**src/rtl/multicycle_controller.sv**
```systemverilog
// RV32I multi-cycle control FSM: Moore decode of state (BRANCH PCWrite is Mealy on Zero;
// ALUControl follows funct bits in EXEC states; ImmSrc is decoded from op only). No backpressure.
module multicycle_controller #(
  parameter int CNT_W = 32
) (
  input  logic             clk,
  input  logic             reset,
  input  logic [6:0]       op,
  input  logic [2:0]       funct3,
  input  logic             funct7b5,
  input  logic             Zero,
  output logic             MemWrite,
  output logic             RegWrite,
  output logic             IRWrite,
  output logic             PCWrite,
  output logic             AdrSrc,
  output logic [1:0]       ResultSrc,
  output logic [1:0]       ALUSrcA,
  output logic [1:0]       ALUSrcB,
  output logic [2:0]       ImmSrc,
  output logic [2:0]       ALUControl,
  output logic             illegal,
  output logic             instr_done,
  output logic [CNT_W-1:0] instr_count
);

  typedef enum logic [3:0] {
    FETCH    = 4'd0,
    DECODE   = 4'd1,
    MEMADR   = 4'd2,
    MEMREAD  = 4'd3,
    MEMWB    = 4'd4,
    MEMWRITE = 4'd5,
    EXECR    = 4'd6,
    EXECI    = 4'd7,
    LUI      = 4'd8,
    JAL      = 4'd9,
    ALUWB    = 4'd10,
    BRANCH   = 4'd11
  } state_t;

  localparam logic [6:0] OP_LOAD  = 7'b0000011;
  localparam logic [6:0] OP_STORE = 7'b0100011;
  localparam logic [6:0] OP_R     = 7'b0110011;
  localparam logic [6:0] OP_I     = 7'b0010011;
  localparam logic [6:0] OP_BR    = 7'b1100011;
  localparam logic [6:0] OP_JAL   = 7'b1101111;
  localparam logic [6:0] OP_LUI   = 7'b0110111;

  state_t     state, next_state;
  logic       mem_write_s, reg_write_s, ir_write_s, pc_write_s, illegal_s, done_s;
  logic [2:0] funct_ctrl;

  always_ff @(posedge clk or negedge reset) begin
    if (!reset) state <= FETCH;
    else        state <= next_state;
  end

  // Only R-type (op[5] set) may select subtract; addi ignores bit 30.
  always_comb begin
    funct_ctrl = 3'b000;
    case (funct3)
      3'b000:  funct_ctrl = (op[5] & funct7b5) ? 3'b001 : 3'b000;
      3'b010:  funct_ctrl = 3'b101;
      3'b100:  funct_ctrl = 3'b100;
      3'b110:  funct_ctrl = 3'b011;
      3'b111:  funct_ctrl = 3'b010;
      default: funct_ctrl = 3'b000;
    endcase
  end

  always_comb begin
    ImmSrc = 3'b000;
    case (op)
      OP_STORE: ImmSrc = 3'b001;
      OP_BR:    ImmSrc = 3'b010;
      OP_JAL:   ImmSrc = 3'b011;
      OP_LUI:   ImmSrc = 3'b100;
      default:  ImmSrc = 3'b000;
    endcase
  end

  always_comb begin
    next_state  = FETCH;
    mem_write_s = 1'b0;
    reg_write_s = 1'b0;
    ir_write_s  = 1'b0;
    pc_write_s  = 1'b0;
    illegal_s   = 1'b0;
    done_s      = 1'b0;
    AdrSrc      = 1'b0;
    ResultSrc   = 2'b00;
    ALUSrcA     = 2'b00;
    ALUSrcB     = 2'b00;
    ALUControl  = 3'b000;
    case (state)
      FETCH: begin
        ir_write_s = 1'b1;
        pc_write_s = 1'b1;
        ALUSrcB    = 2'b10;
        ResultSrc  = 2'b10;
        next_state = DECODE;
      end
      DECODE: begin
        ALUSrcA = 2'b01;
        ALUSrcB = 2'b01;
        case (op)
          OP_LOAD, OP_STORE: next_state = MEMADR;
          OP_R:              next_state = EXECR;
          OP_I:              next_state = EXECI;
          OP_BR:             next_state = BRANCH;
          OP_JAL:            next_state = JAL;
          OP_LUI:            next_state = LUI;
          default: begin
            next_state = FETCH;
            illegal_s  = 1'b1;
          end
        endcase
      end
      MEMADR: begin
        ALUSrcA    = 2'b10;
        ALUSrcB    = 2'b01;
        next_state = (op == OP_LOAD) ? MEMREAD : MEMWRITE;
      end
      MEMREAD: begin
        AdrSrc     = 1'b1;
        next_state = MEMWB;
      end
      MEMWB: begin
        ResultSrc   = 2'b01;
        reg_write_s = 1'b1;
        done_s      = 1'b1;
      end
      MEMWRITE: begin
        AdrSrc      = 1'b1;
        mem_write_s = 1'b1;
        done_s      = 1'b1;
      end
      EXECR: begin
        ALUSrcA    = 2'b10;
        ALUControl = funct_ctrl;
        next_state = ALUWB;
      end
      EXECI: begin
        ALUSrcA    = 2'b10;
        ALUSrcB    = 2'b01;
        ALUControl = funct_ctrl;
        next_state = ALUWB;
      end
      LUI: begin
        ALUSrcA    = 2'b11;
        ALUSrcB    = 2'b01;
        next_state = ALUWB;
      end
      JAL: begin
        ALUSrcA    = 2'b01;
        ALUSrcB    = 2'b10;
        pc_write_s = 1'b1;
        next_state = ALUWB;
      end
      ALUWB: begin
        reg_write_s = 1'b1;
        done_s      = 1'b1;
      end
      BRANCH: begin
        ALUSrcA    = 2'b10;
        ALUControl = 3'b001;
        pc_write_s = Zero ^ funct3[0];
        done_s     = 1'b1;
      end
      default: next_state = FETCH;
    endcase
  end

  // Enables are held off combinationally while reset is low.
  assign MemWrite   = mem_write_s & reset;
  assign RegWrite   = reg_write_s & reset;
  assign IRWrite    = ir_write_s  & reset;
  assign PCWrite    = pc_write_s  & reset;
  assign illegal    = illegal_s   & reset;
  assign instr_done = done_s      & reset;

  always_ff @(posedge clk or negedge reset) begin
    if (!reset)          instr_count <= '0;
    else if (instr_done) instr_count <= instr_count + {{(CNT_W-1){1'b0}}, 1'b1};
  end

endmodule

```
**config.mk**
```make
export PLATFORM = sky130hd
export DESIGN_NAME = multicycle_controller
export DESIGN_NICKNAME = d
export VERILOG_FILES = /design/src/rtl/multicycle_controller.sv
export SDC_FILE = /design/constraint.sdc
export NUM_CORES = 1
export LEC_CHECK = 0
export ABC_AREA = 0
export CAP_MARGIN = 20
export CORE_AREA = 2 2 70 72
export CTS_BUF_LIST = sky130_fd_sc_hd__clkbuf_4 sky130_fd_sc_hd__clkbuf_8
export DETAILED_ROUTE_END_ITERATION = 8
export DIE_AREA = 0 0 72 74
export GPL_TIMING_DRIVEN = 0
export PLACE_DENSITY_LB_ADDON = 0.1
export SKIP_LAST_GASP = 1
export SLEW_MARGIN = 20
export SYNTH_ARGS = -nofsm -noshare
export SYNTH_HDL_FRONTEND = slang
export SYNTH_SLANG_ARGS = --single-unit
```
**constraint.sdc**
```tcl
create_clock -name clk -period 2.1 [get_ports clk]
set_input_delay 0.42 -clock clk [delete_from_list [all_inputs] [get_ports clk]]
set_output_delay 0.42 -clock clk [all_outputs]
set_load 0.02 [all_outputs]
```
==> results.md <==
- The starting utilization of the core area is 0.475.
- The antenna violation net count after detailed routing is 0.
- The count of endpoints failing hold in the final timing report is 0.
- Among all flip-flop cells after synthesis, the most frequent one is dfrtp_1.
- The post-route fraction of the period consumed by the critical path is 0.986.
- The post-synth net total is 247.
- The initialized floorplan defines 25 standard-cell rows.
- The design draws 2.59 mW.
- The global placer's final weighted congestion is 0.847.
- The uppermost signal routing layer after detailed routing is met4.
- The multiplexer share of the synthesized area is 0.00515.
- At the pin with the least slew margin, the transition time is 0.660 ns.
- The via count of the first global-routing pass is 1877.
- 0 antenna diodes ended up in the layout.
- The region available for standard cell placement spans 4600 um^2.
- The critical path in this run is classified as flip-flop to output pin.
- Synthesis produced 232 cells.
- Max-cap violations in this run came to 0.
- The detailed router finished its first iteration with 146 violations.
- The routed design uses 2660 um of met2 wire.
- Each instance of the synthesized netlist takes up on average 9.42 um^2.
- The remaining global-route overflow is 0.
- In the final design database the tool counted 321 nets.
- The cell at the root of the clock tree is clkbuf_8.
- In this run the tightest slew margin relative to its limit is 0.558.
- The area of the die is 5330 um^2.
- The post-route standard cell area excluding fillers is 3100 um^2.
- After routing, the total negative slack on setup checks comes to 0 ns.
- TritonCTS built the clock tree.
- The count of warnings emitted by yosys is 0.
- The reg2reg setup slack is 0.17 ns.
- The global-route wire length before repair is 8690 um.
- Compared with the post-synthesis result, the final layout area differs by 41.7%.
- The number of buffers created by CTS is 5.
- Setup repair after global routing could not meet its margin everywhere.
- After layout, the minimum clock period comes to 2.07 ns.
- Of the total synthesized cell area, the portion taken by full adders, half adders and majority gates is 0.00572.
- By area, the combinational part of the netlist is dominated by simple AND/OR/NAND/NOR gates.
- The count of H-tree levels built during CTS is 2.
- In the routed design, unresolved DRC markers number 0.
- The worst-path maximum fanout is 6.
- The length of routed wiring on met1 is 2250 um.
- Across the VDD grid, the largest voltage drop is 1.01 mV.
- The routed wire length on met3 is 194 um.
- The I/O pin count is 65.
- In this run the tool buffered the top-level ports with 61 buffer cells.
- The fraction of registers with async set/reset is 1.00.
- Across all hold checks on the routed design, the worst slack comes to 0.0554 ns.
- Of the total synthesized cell area, the portion taken by AND, OR, NAND and NOR gates is 0.309.
- The power per standard cell area is 837 nW/um^2.
- In this run the cell area measured after placement is 2890 um^2.
- The worst setup path is launched from a flip-flop.
- The cell area after synthesis is 2190 um^2.
- Summed over all nets, the half-perimeter wirelength after detailed placement is 3630 um.
- Dividing the detail-routed wire length by the instance count gives 14.4 um.
- After clock tree synthesis, the clock-pin slew on the worst setup and hold paths is 0.07 ns.
- The number of antenna violations at the first check in global routing is 0.
- The worst-case clock buffer depth is 2.
- The proportion of layout cells with a drive suffix above 1 is 0.208.
- CTS saw 36 sinks.
- The clock insertion delay at the later pin of the skew report is 0.29 ns.
- The final layout contains routed wiring with a total length of 5200 um.
- Of the total synthesized cell area, the portion taken by XOR and XNOR cells is 0.136.
- The floorplan die width is 72 um.
- The run finished with clean final reports.
- Data arrives at the worst endpoint at 1.65 ns.
- The endpoint type of the worst setup path is an output pin.
- The pin count of the biggest net entering global routing is 29.
- After synthesis, the netlist uses 49 different library cells.
- The overall routing resource usage is 0.207.
- The proportion of synthesized chip area in sequential cells is 0.412.
- The count of TritonRoute iterations in the first routing pass is 4.
- Setup violations remaining at the end of the flow were counted as 0.
- Data on the critical path is required at its endpoint by 1.68 ns.
- In this run the worst hold path is classified as primary input to asynchronous set/reset pin.
- The mean number of vias per cell is 5.68.
- For this design the static power due to leakage is 1.34 nW.
- The post-synthesis compound-gate area fraction came to 0.0910.
- Clock skew on the completed layout was measured at 0.00535 ns.
- Derived from the worst setup path, the maximum achievable clock frequency is 0.483 GHz.
- Summing over every cut layer, the via total after detailed routing is 2050.
- The synthesized design contains 0 enable-type register cells.
- The floorplan step set the die height to 74 um.
- Synthesis inferred 36 register bits.
- The total count of max-transition violations in the final report is 0.
- The final design utilization is 0.673.
-- routing by layer --
layer  track usage  vias to the layer above
met2         0.352                       50
li1              -                      995
met4        0.0797                        0
met3        0.0434                        9
met5             0                        -
met1         0.260                      996
-- cell usage after synthesis, types with 2 or more instances --
library cell | count | area share
dfrtp_1 | 36 | 0.41
nand2_1 | 18 | 0.031
xor2_1 | 7 | 0.028
nor3_1 | 11 | 0.025
or3b_1 | 2 | 0.0080
and3_1 | 6 | 0.017
nor2_1 | 7 | 0.012
nand4_1 | 15 | 0.043
and2_1 | 4 | 0.011
a21oi_1 | 5 | 0.011
nand3b_1 | 4 | 0.014
or3_1 | 2 | 0.0057
xnor2_1 | 27 | 0.11
nand4b_1 | 2 | 0.0080
and4_1 | 6 | 0.024
o21a_1 | 2 | 0.0069
nor2b_1 | 2 | 0.0057
nor4_2 | 2 | 0.011
buf_2 | 4 | 0.0092
a31oi_1 | 4 | 0.011
nand3_1 | 15 | 0.034
a211oi_1 | 2 | 0.0069
inv_1 | 5 | 0.0086
o21ai_0 | 5 | 0.011
nor3b_1 | 4 | 0.014
clkbuf_1 | 12 | 0.021
-- area by class of cell --
cell class	instances	area (um^2)
buffer	15	91.3
tap	54	67.6
sequential	36	905
clock buffer	8	97.6
multi-input combinational	174	1270
inverter	5	18.8
timing repair buffer	69	651
fill	403	1500
-- power by group --
part | internal (mW) | leakage, nW | switching [mW] | total (mW)
clock network | 0.293 | 0.0523 | 0.241 | 0.534
logic | 0.558 | 0.794 | 0.629 | 1.19
registers | 0.761 | 0.491 | 0.109 | 0.870
-- cell families after synthesis --
logic type,Yosys count
compound gates,27
xor+xnor,34
simple gates,111
buf+inv,22
fa+ha+maj,1
flops,36
mux,1
-- stage by stage --
stage                     instances  setup slack [ns]
after floorplan                 232            0.0222
after global placement          347             -1.85
after detailed placement        348            -0.662
after global routing            361           -0.0221
final                           361            0.0287
after CTS                       361            -0.115
-- placed cells by master, fill, tap and decap left out, types with 3 or more instances in the layout --
cell type	n
a31oi_1	4
nand3_1	14
dfrtp_1	33
and4_1	6
dfrtp_2	3
and3_1	6
inv_1	4
nand3b_1	4
buf_6	3
nand2_1	18
xor2_1	7
nor3_1	11
nor3b_1	3
nand4_1	15
a21oi_1	4
dlygate4sd2_1	7
clkbuf_8	7
clkbuf_2	4
clkbuf_4	6
clkbuf_1	4
and2_1	3
buf_4	10
o21ai_0	3
xnor2_1	27
clkdlybuf4s50_1	39
nor2_1	5
buf_2	6
-- worst max-delay path: stages (launching register included) --
cell	delay [ns]
dfrtp_2	0.46
or3b_4	0.43
a21boi_4	0.16
and2_1	0.15
clkbuf_2	0.16
-- sequential cells by signal, summed over array words and instances (netlist names) --
register / cells
instr_count: 32
state: 4
-- path summary, 6_finish.rpt --
path,cells after the start,to,from
max,4,RegWrite,state[1]$_DFF_PN0_
min,2,instr_count[12]$_DFFE_PN0P_,reset
max reg2reg,8,instr_count[24]$_DFFE_PN0P_,state[1]$_DFF_PN0_
min reg2reg,1,instr_count[31]$_DFFE_PN0P_,instr_count[31]$_DFFE_PN0P_
max in group asynchronous,2,instr_count[26]$_DFFE_PN0P_,reset
min in group clk,1,instr_count[31]$_DFFE_PN0P_,instr_count[31]$_DFFE_PN0P_
-- timing repair --
item | in CTS | in global routing
hold endpoints to repair | 15 | 0
hold buffers | 1 | 0
buffers inserted | 6 | 0
resized for setup | 71 | 36
setup endpoints to repair | 19 | 23
gates cloned | 0 | 0
pin swaps | 4 | 3
(Power assumes the default switching activity.)
